[src/rtl/fraction_division_if.sv]
// fraction_division_if: St/Done handshake and operand/result bus of the fraction divider
interface fraction_division_if;
  logic       St;
  logic [6:0] Dividend;
  logic [3:0] Divisor;
  logic [3:0] Quotient;
  logic [3:0] Remainder;
  logic       V;
  logic       Done;
  modport master(output St, Dividend, Divisor, input Quotient, Remainder, V, Done);
  modport slave(input St, Dividend, Divisor, output Quotient, Remainder, V, Done);
endinterface

[src/rtl/fraction_division.sv]
// fraction_division: sequential restoring signed fraction divider, one quotient bit per clock
module fraction_division (
  input logic CLK,
  input logic Rst,
  fraction_division_if.slave bus
);
  typedef enum logic [2:0] {IDLE, CHK, S2, S1, S0, FIX, DONE} state_t;
  state_t state, nxt;
  logic [6:0] dmag, p, sub, dmag_in;
  logic [3:0] smag, smag_in, quo, rem;
  logic [2:0] q;
  logic [1:0] sh;
  logic sq, sr, v, ovf, ge;
  assign dmag_in = bus.Dividend[6] ? 7'd0 - bus.Dividend : bus.Dividend;
  assign smag_in = bus.Divisor[3] ? 4'd0 - bus.Divisor : bus.Divisor;
  // a quotient magnitude of 8 or more cannot be represented, so it is flagged like divide-by-zero
  assign ovf = smag == 4'd0 || dmag >= {smag, 3'b000};
  assign sh = state == S2 ? 2'd2 : state == S1 ? 2'd1 : 2'd0;
  assign sub = {3'b000, smag} << sh;
  assign ge = p >= sub;
  assign bus.Quotient = quo;
  assign bus.Remainder = rem;
  assign bus.V = v;
  assign bus.Done = state == DONE;
  always_ff @(posedge CLK)
    state <= Rst ? IDLE : nxt;
  always_comb begin
    nxt = IDLE;
    case (state)
      IDLE: nxt = bus.St ? CHK : IDLE;
      CHK: nxt = ovf ? DONE : S2;
      S2: nxt = S1;
      S1: nxt = S0;
      S0: nxt = FIX;
      FIX: nxt = DONE;
      default: nxt = IDLE;
    endcase
  end
  always_ff @(posedge CLK) begin
    if (Rst) begin
      dmag <= '0;
      smag <= '0;
      sq <= 1'b0;
      sr <= 1'b0;
      p <= '0;
      q <= '0;
      quo <= '0;
      rem <= '0;
      v <= 1'b0;
    end else begin
      case (state)
        IDLE: if (bus.St) begin
          dmag <= dmag_in;
          smag <= smag_in;
          sq <= bus.Dividend[6] ^ bus.Divisor[3];
          sr <= bus.Dividend[6];
          p <= dmag_in;
          q <= '0;
        end
        CHK: begin
          v <= ovf;
          if (ovf) begin
            quo <= '0;
            rem <= '0;
          end
        end
        S2, S1, S0: begin
          if (ge) p <= p - sub;
          q <= {q[1:0], ge};
        end
        FIX: begin
          quo <= sq ? 4'd0 - {1'b0, q} : {1'b0, q};
          rem <= sr ? 4'd0 - p[3:0] : p[3:0];
        end
        default: ;
      endcase
    end
  end
endmodule

[src/flat_wrapper.sv]
// flat-port wrapper written by rule: the top's interface ports become plain ports
module fraction_division_flat 
  (CLK, Rst, bus_St, bus_Dividend, bus_Divisor, bus_Quotient, bus_Remainder, bus_V, bus_Done);
  fraction_division_if bus_i ();
  input logic CLK;
  input logic Rst;
  input wire logic [$bits(bus_i.St)-1:0] bus_St;
  input wire logic [$bits(bus_i.Dividend)-1:0] bus_Dividend;
  input wire logic [$bits(bus_i.Divisor)-1:0] bus_Divisor;
  output wire logic [$bits(bus_i.Quotient)-1:0] bus_Quotient;
  output wire logic [$bits(bus_i.Remainder)-1:0] bus_Remainder;
  output wire logic [$bits(bus_i.V)-1:0] bus_V;
  output wire logic [$bits(bus_i.Done)-1:0] bus_Done;
  assign bus_i.St = bus_St;
  assign bus_i.Dividend = bus_Dividend;
  assign bus_i.Divisor = bus_Divisor;
  assign bus_Quotient = bus_i.Quotient;
  assign bus_Remainder = bus_i.Remainder;
  assign bus_V = bus_i.V;
  assign bus_Done = bus_i.Done;
  fraction_division u_core (.CLK(CLK), .Rst(Rst), .bus(bus_i));
endmodule
[config.mk]
export PLATFORM = sky130hd
export DESIGN_NAME = fraction_division_flat
export DESIGN_NICKNAME = d
export VERILOG_FILES = /design/src/rtl/fraction_division_if.sv /design/src/rtl/fraction_division.sv /design/src/flat_wrapper.sv
export SDC_FILE = /design/constraint.sdc
export NUM_CORES = 1
export LEC_CHECK = 0
export BUFFER_PORTS_ARGS = -buffer_cell sky130_fd_sc_hd__buf_2
export CAP_MARGIN = 10
export CORE_MARGIN = 8
export CORE_UTILIZATION = 34
export CTS_BUF_LIST = sky130_fd_sc_hd__clkbuf_4 sky130_fd_sc_hd__clkbuf_8
export CTS_CLUSTER_SIZE = 40
export DETAILED_ROUTE_END_ITERATION = 16
export PLACE_DENSITY_LB_ADDON = 0.05
export SLEW_MARGIN = 5
export SYNTH_ARGS = -nofsm -noshare
export SYNTH_HDL_FRONTEND = slang
export SYNTH_SLANG_ARGS = --single-unit
[constraint.sdc]
create_clock -name CLK -period 2.7 [get_ports CLK]
set_input_delay 0.405 -clock CLK [delete_from_list [all_inputs] [get_ports CLK]]
set_output_delay 0.405 -clock CLK [all_outputs]
set_load 0.01 [all_outputs]
* Word level (Yosys, flattened, before mapping)
Index checks and enable logic that the tools add are counted. Widths: inputs -> output; s select.
Operators by class: add/sub/neg operators 5, bitwise operators 1, reduce and logical (&&, ||, !) cells 10, equal/unequal tests 9, order comparisons 2, shifts and indexed selects 1, muxes and demuxes 17
Operator list (count):
- $mux 7 | 3
- $pmux 3 s6 | 1
- $mux 4 | 4
- $pmux 4 s2 | 2
- $ge 7x7->1 | 2
- $pmux 7 s2 | 1
- $eq 3x3->1 const B | 3
- $sub 1x4->4 const A | 2
- $shl 4x2->7 | 1
- $sub 1x7->7 const A | 1
- $sub 7x7->7 | 1
- $eq 3x2->1 const B | 2
- $mux 3 | 2
- $pmux 3 s2 | 1
- $reduce_and 2->1 | 3
- $logic_not 4->1 | 1
- $ne 2x1->1 const B | 2
- $reduce_bool 2->1 | 2
- $sub 1x3->4 const A | 1
- $eq 3x1->1 const B | 1
- $logic_not 3->1 | 1
- $reduce_and 3->1 | 1
- $reduce_or 3->1 | 1
- $mux 1 | 2
- 4 further kinds | 4
Word-level totals: logic and storage cells 55, output and inout port bits 10, register bits 35, input port bits 14

* Logic depth before layout (Yosys ltp)
depth after elaboration 7, gate-level depth with buffers 13, mapped depth without buffers 11

* Least setup slack after synthesis
No wires, ideal clock.
path kind register to register, from register u_core.state[0], to register u_core.p[5], setup time 0.123 ns, buffers on the path 1, data required time 2.577 ns, period minus slack after synthesis 2.429 ns, stages on the path, launching flop included 11, path slack 0.271 ns, arrival time 2.306 ns, path through dfxtp_1 -> buf_1 -> mux2i_1 -> or2_2 -> ha_1 -> nand2_1 -> nor3_1 -> and2_0 -> o21ai_0 -> a22oi_1 -> nor3_1
Between the ends: word-level cells in the longest chain between the ends 7, elaborated cells on any way between the ends 16, classes of those cells add/sub (1); order compare (1); eq/ne (5); shift (1); mux (4); reduce/logical (4)
Ends and longest elaborated chain:
- start, declared | line fraction_division.sv:8 | state_t state, nxt;
- start signal, assigned | line fraction_division.sv:26 | state <= Rst ? IDLE : nxt;
- $eq 3x2->1 | line fraction_division.sv:18, fraction_division.sv:51
- $mux 1 | line fraction_division.sv:18 | assign sh = state == S2 ? 2'd2 : state == S1 ? 2'd1 : 2'd0;
- $mux 2 | line fraction_division.sv:18
- $shl 4x2->7 | line fraction_division.sv:19 | assign sub = {3'b000, smag} << sh;
- $sub 7x7->7 or $ge 7x7->1 (tied branches) | line fraction_division.sv:68, fraction_division.sv:20
- $mux 7 or $ne 2x1->1 (tied branches)
- $pmux 7 s2 or $reduce_and 3->1 (tied branches)
- end signal, assigned | line fraction_division.sv:57 | p <= dmag_in;
- end signal, assigned | line fraction_division.sv:68 | if (ge) p <= p - sub;
- end, declared | line fraction_division.sv:9 | logic [6:0] dmag, p, sub, dmag_in;
Parallel ways exist; a longest one is shown, timed or not. The select of a mux whose other input is x is not followed. A chain may end at the register's enable or synchronous reset.

* Final worst setup path
from register u_core.state[2], to register u_core.p[2]
The elaborated chain is that of the path after synthesis.

==> out/metrics.yaml <==
clocking:
  cts_tree: "done"
  clk_pin_slew_ns: 0.08
  cts_buffers: 5
  cts-htree-levels: 2
  cts_hold_buf: 0
  clkSinkCount: 35
  cts_resized: 0
  clockBufferDepth: 2
  clk_latency_ns: 0.29
  post_cts_buffers: 0
  clockRootBuffer: "clkbuf_8"
global_routing:
  grt-ovfl-total: 0
  grt_max_degree: 34
  grt_pass1_vias: 1775
  grt_first_pass_wirelength_um: 8728
  antenna_found_initial: 0
  grt_usage: 0.1230
yosys:
  ys_ff_latch: 35
  synth_area_leaders: "dfxtp_1 32%, ha_1 8.7%, a21oi_1 6.0%, nor2_1 5.7%, nand2_1 4.7%"
  synth.top_cell.area_share: 0.3235
  synth_warnings: 0
  synth_area_per_cell_um2: 8.112
  syn_area_um2: 2166
  synth_ff_type: "dfxtp_1"
  async_flop_share: 0
  synth_cells: 267
  syn_nets: 297
  yosysTopAreaCell: "dfxtp_1"
  synth_edf_count: 0
  yosys.cell_types.count: 48
  synth-seq-area-share: 0.3235
sta:
  finalHoldViolations: 0
  slew_headroom: 0.5617
  setup_viol: 0
  drv_slew: 0
  setup_slack_ns: 0.2916
  finalCritPeriodShare: 0.8920
  fin_crit_ns: 2.408
  rsz0062_at_grt: "false"
  skew_ns: 0.006542
  setup_tns_ns: 0
  worst_pin_slew_ns: 0.6575
  fmax_mhz: 415.2
power_and_ir_drop:
  power_uw: 2081
  power_leakage_uw: 0.0009888
  power.density_nw_per_um2: 842.2
  max-vdd-ir-drop_v: 0.0004843
finish:
  final_nets: 322
  antenna_cells: 0
  syn2layout_area_growth_pct: 14.10
  fillers: 696
  drive_gt1_frac: 0.1638
  post-route-util: 0.3960
  layout.cells.non_filler: 370
  layout_commonest_cell: "dfxtp_1"
  mostFrequentLayoutCells: "35 x dfxtp_1, 33 x nor2_1, 27 x nand2_1, 26 x a21oi_1, 23 x buf_2"
placed_design:
  numPlacedInstances: 362
  portBuffers: 23
  place_congestion: 0.8848
  dp_hpwl_um: 4078
  post-place-ws_ns: 0.2979
worst_hold_path:
  min_path_cells: 3
  min_delay_worst_endpoint: "u_core.smag[0]"
  min_from: "bus_Divisor[0]"
  holdCritPathClass: "in2reg"
routing:
  drtAntennaViolNets: 0
  vias: 1826
  wl_per_cell_um: 14.32
  drtPass1Iterations: 4
  vias_per_cell: 4.935
  drc: 0
  wl_um: 5300
  drtIter0Drc: 65
critical_path:
  cp_data_arrival_time_ns: 2.62
  rrSetupSlack_ns: 0.29
  reg2reg_to: "u_core.p[2]"
  endpoint_kind: "flip-flop"
  path_buf_inv: 1
  r2r_start: "u_core.state[2]"
  worstSetupPathType: "reg2reg"
  path_cells: "nand2b_1 > or2_2 > ha_1 > nand2_1 > nor3_1 > buf_4 > a21oi_4 > nor2_8 > nor2_1 > a211oi_2"
  cp_max_fo: 10
  critPathMaxStageDelay_ns: 0.38
  start_kind: "flip-flop"
  crit_path_top_delay_cell: "ha_1"
  r2r.worst_path.cells: 10
  crit_required_ns: 2.91
  crit_family: "simple AND/OR/NAND/NOR gates"
floorplan:
  die_h_um: 95.81
  core_area_um2: 6241
  rows: 29
  die_area_um2: 9180
  start_util: 0.3470
  pin_count: 24
  fp.dieW_um: 95.81
status:
  status: "finished clean"
flow_run:
  maxCapViolCount: 0
==> report_power, final <==
part,switching [µW],internal (µW),total [µW]
clock network,206,180,385
logic,577,442,1020
registers,77.9,599,677
==> state kept, by name, summed over array words and instances (netlist names) <==
name                  flops
u_core.state              3
u_core.sq                 1
u_core.bus.Remainder      4
u_core.q                  3
u_core.dmag               7
u_core.bus.V              1
u_core.sr                 1
u_core.smag               4
u_core.bus.Quotient       4
u_core.p                  7
==> worst max-delay path by stage <==
stage	from	endpoint	slack, ns	cells after the start
CTS	u_core.state[2]	u_core.p[3]	0.29	9
detailed placement	u_core.state[2]	u_core.p[3]	0.30	9
finish	u_core.state[2]	u_core.p[2]	0.29	10
global route	u_core.state[2]	u_core.p[2]	0.03	11
floorplan	u_core.state[0]	u_core.p[5]	0.27	10
global placement	u_core.state[2]	u_core.p[0]	0.31	9
==> cell type report <==
| cell class | instances | area (µm²) | area share |
|---|---|---|---|
| Clock buffer | 5 | 68.82 | 0.02785 |
| Clock inverter | 3 | 20.02 | 0.008101 |
| Inverter | 16 | 60.06 | 0.02430 |
| Multi-Input combinational cell | 202 | 1343 | 0.5433 |
| Sequential cell | 35 | 700.7 | 0.2835 |
| Tap cell | 77 | 96.34 | 0.03899 |
| Timing Repair Buffer | 32 | 182.7 | 0.07392 |
==> cell usage after synthesis, types with 3 or more instances <==
| cell | number |
|---|---|
| a211oi_1 | 8 |
| nand2b_1 | 7 |
| a21oi_1 | 26 |
| ha_1 | 15 |
| a31oi_1 | 3 |
| xor2_1 | 4 |
| o31ai_1 | 3 |
| nor4_1 | 3 |
| a22oi_1 | 7 |
| o21ai_0 | 9 |
| nor3_1 | 4 |
| nor2b_1 | 3 |
| inv_1 | 16 |
| nand2_1 | 27 |
| nor2_1 | 33 |
| mux2i_1 | 9 |
| clkbuf_1 | 8 |
| xnor2_1 | 9 |
| buf_2 | 3 |
| dfxtp_1 | 35 |
==> kinds of logic after synthesis <==
group,Yosys count,synth area share
AO/OA/AOI/OAI,70,0.2138
adder cells (fa/ha/maj),16,0.09590
buffers and inverters,30,0.06066
XOR/XNOR,13,0.05257
other,1,0.001731
flip-flops,35,0.3235
AND/OR/NAND/NOR,93,0.2103
multiplexers,9,0.04160
==> per-layer routing <==
layer,up-vias,part of all wire,global-route usage
li1,976,-,-
met2,25,0.45,0.1977
met4,0,0.0079,0.03073
met5,-,0,0
met1,821,0.50,0.1625
met3,4,0.038,0.02730
==> through the flow <==
stage | hold slack [ns] | cell area [µm²]
floorplan | 0.4360 | 2166
global placement | 0.4454 | 2382
detailed placement | 0.4490 | 2382
CTS | 0.3730 | 2471
global route | 0.3938 | 2471
finish | 0.3780 | 2471
==> worst reg2reg max path, cell delays in order, from the launching register on <==
cell	delay (ns)
dfxtp_1	0.31
nand2b_1	0.27
or2_2	0.37
ha_1	0.38
nand2_1	0.10
nor3_1	0.24
buf_4	0.17
a21oi_4	0.08
nor2_8	0.16
nor2_1	0.07
a211oi_2	0.19
(Power assumes the default switching activity.)
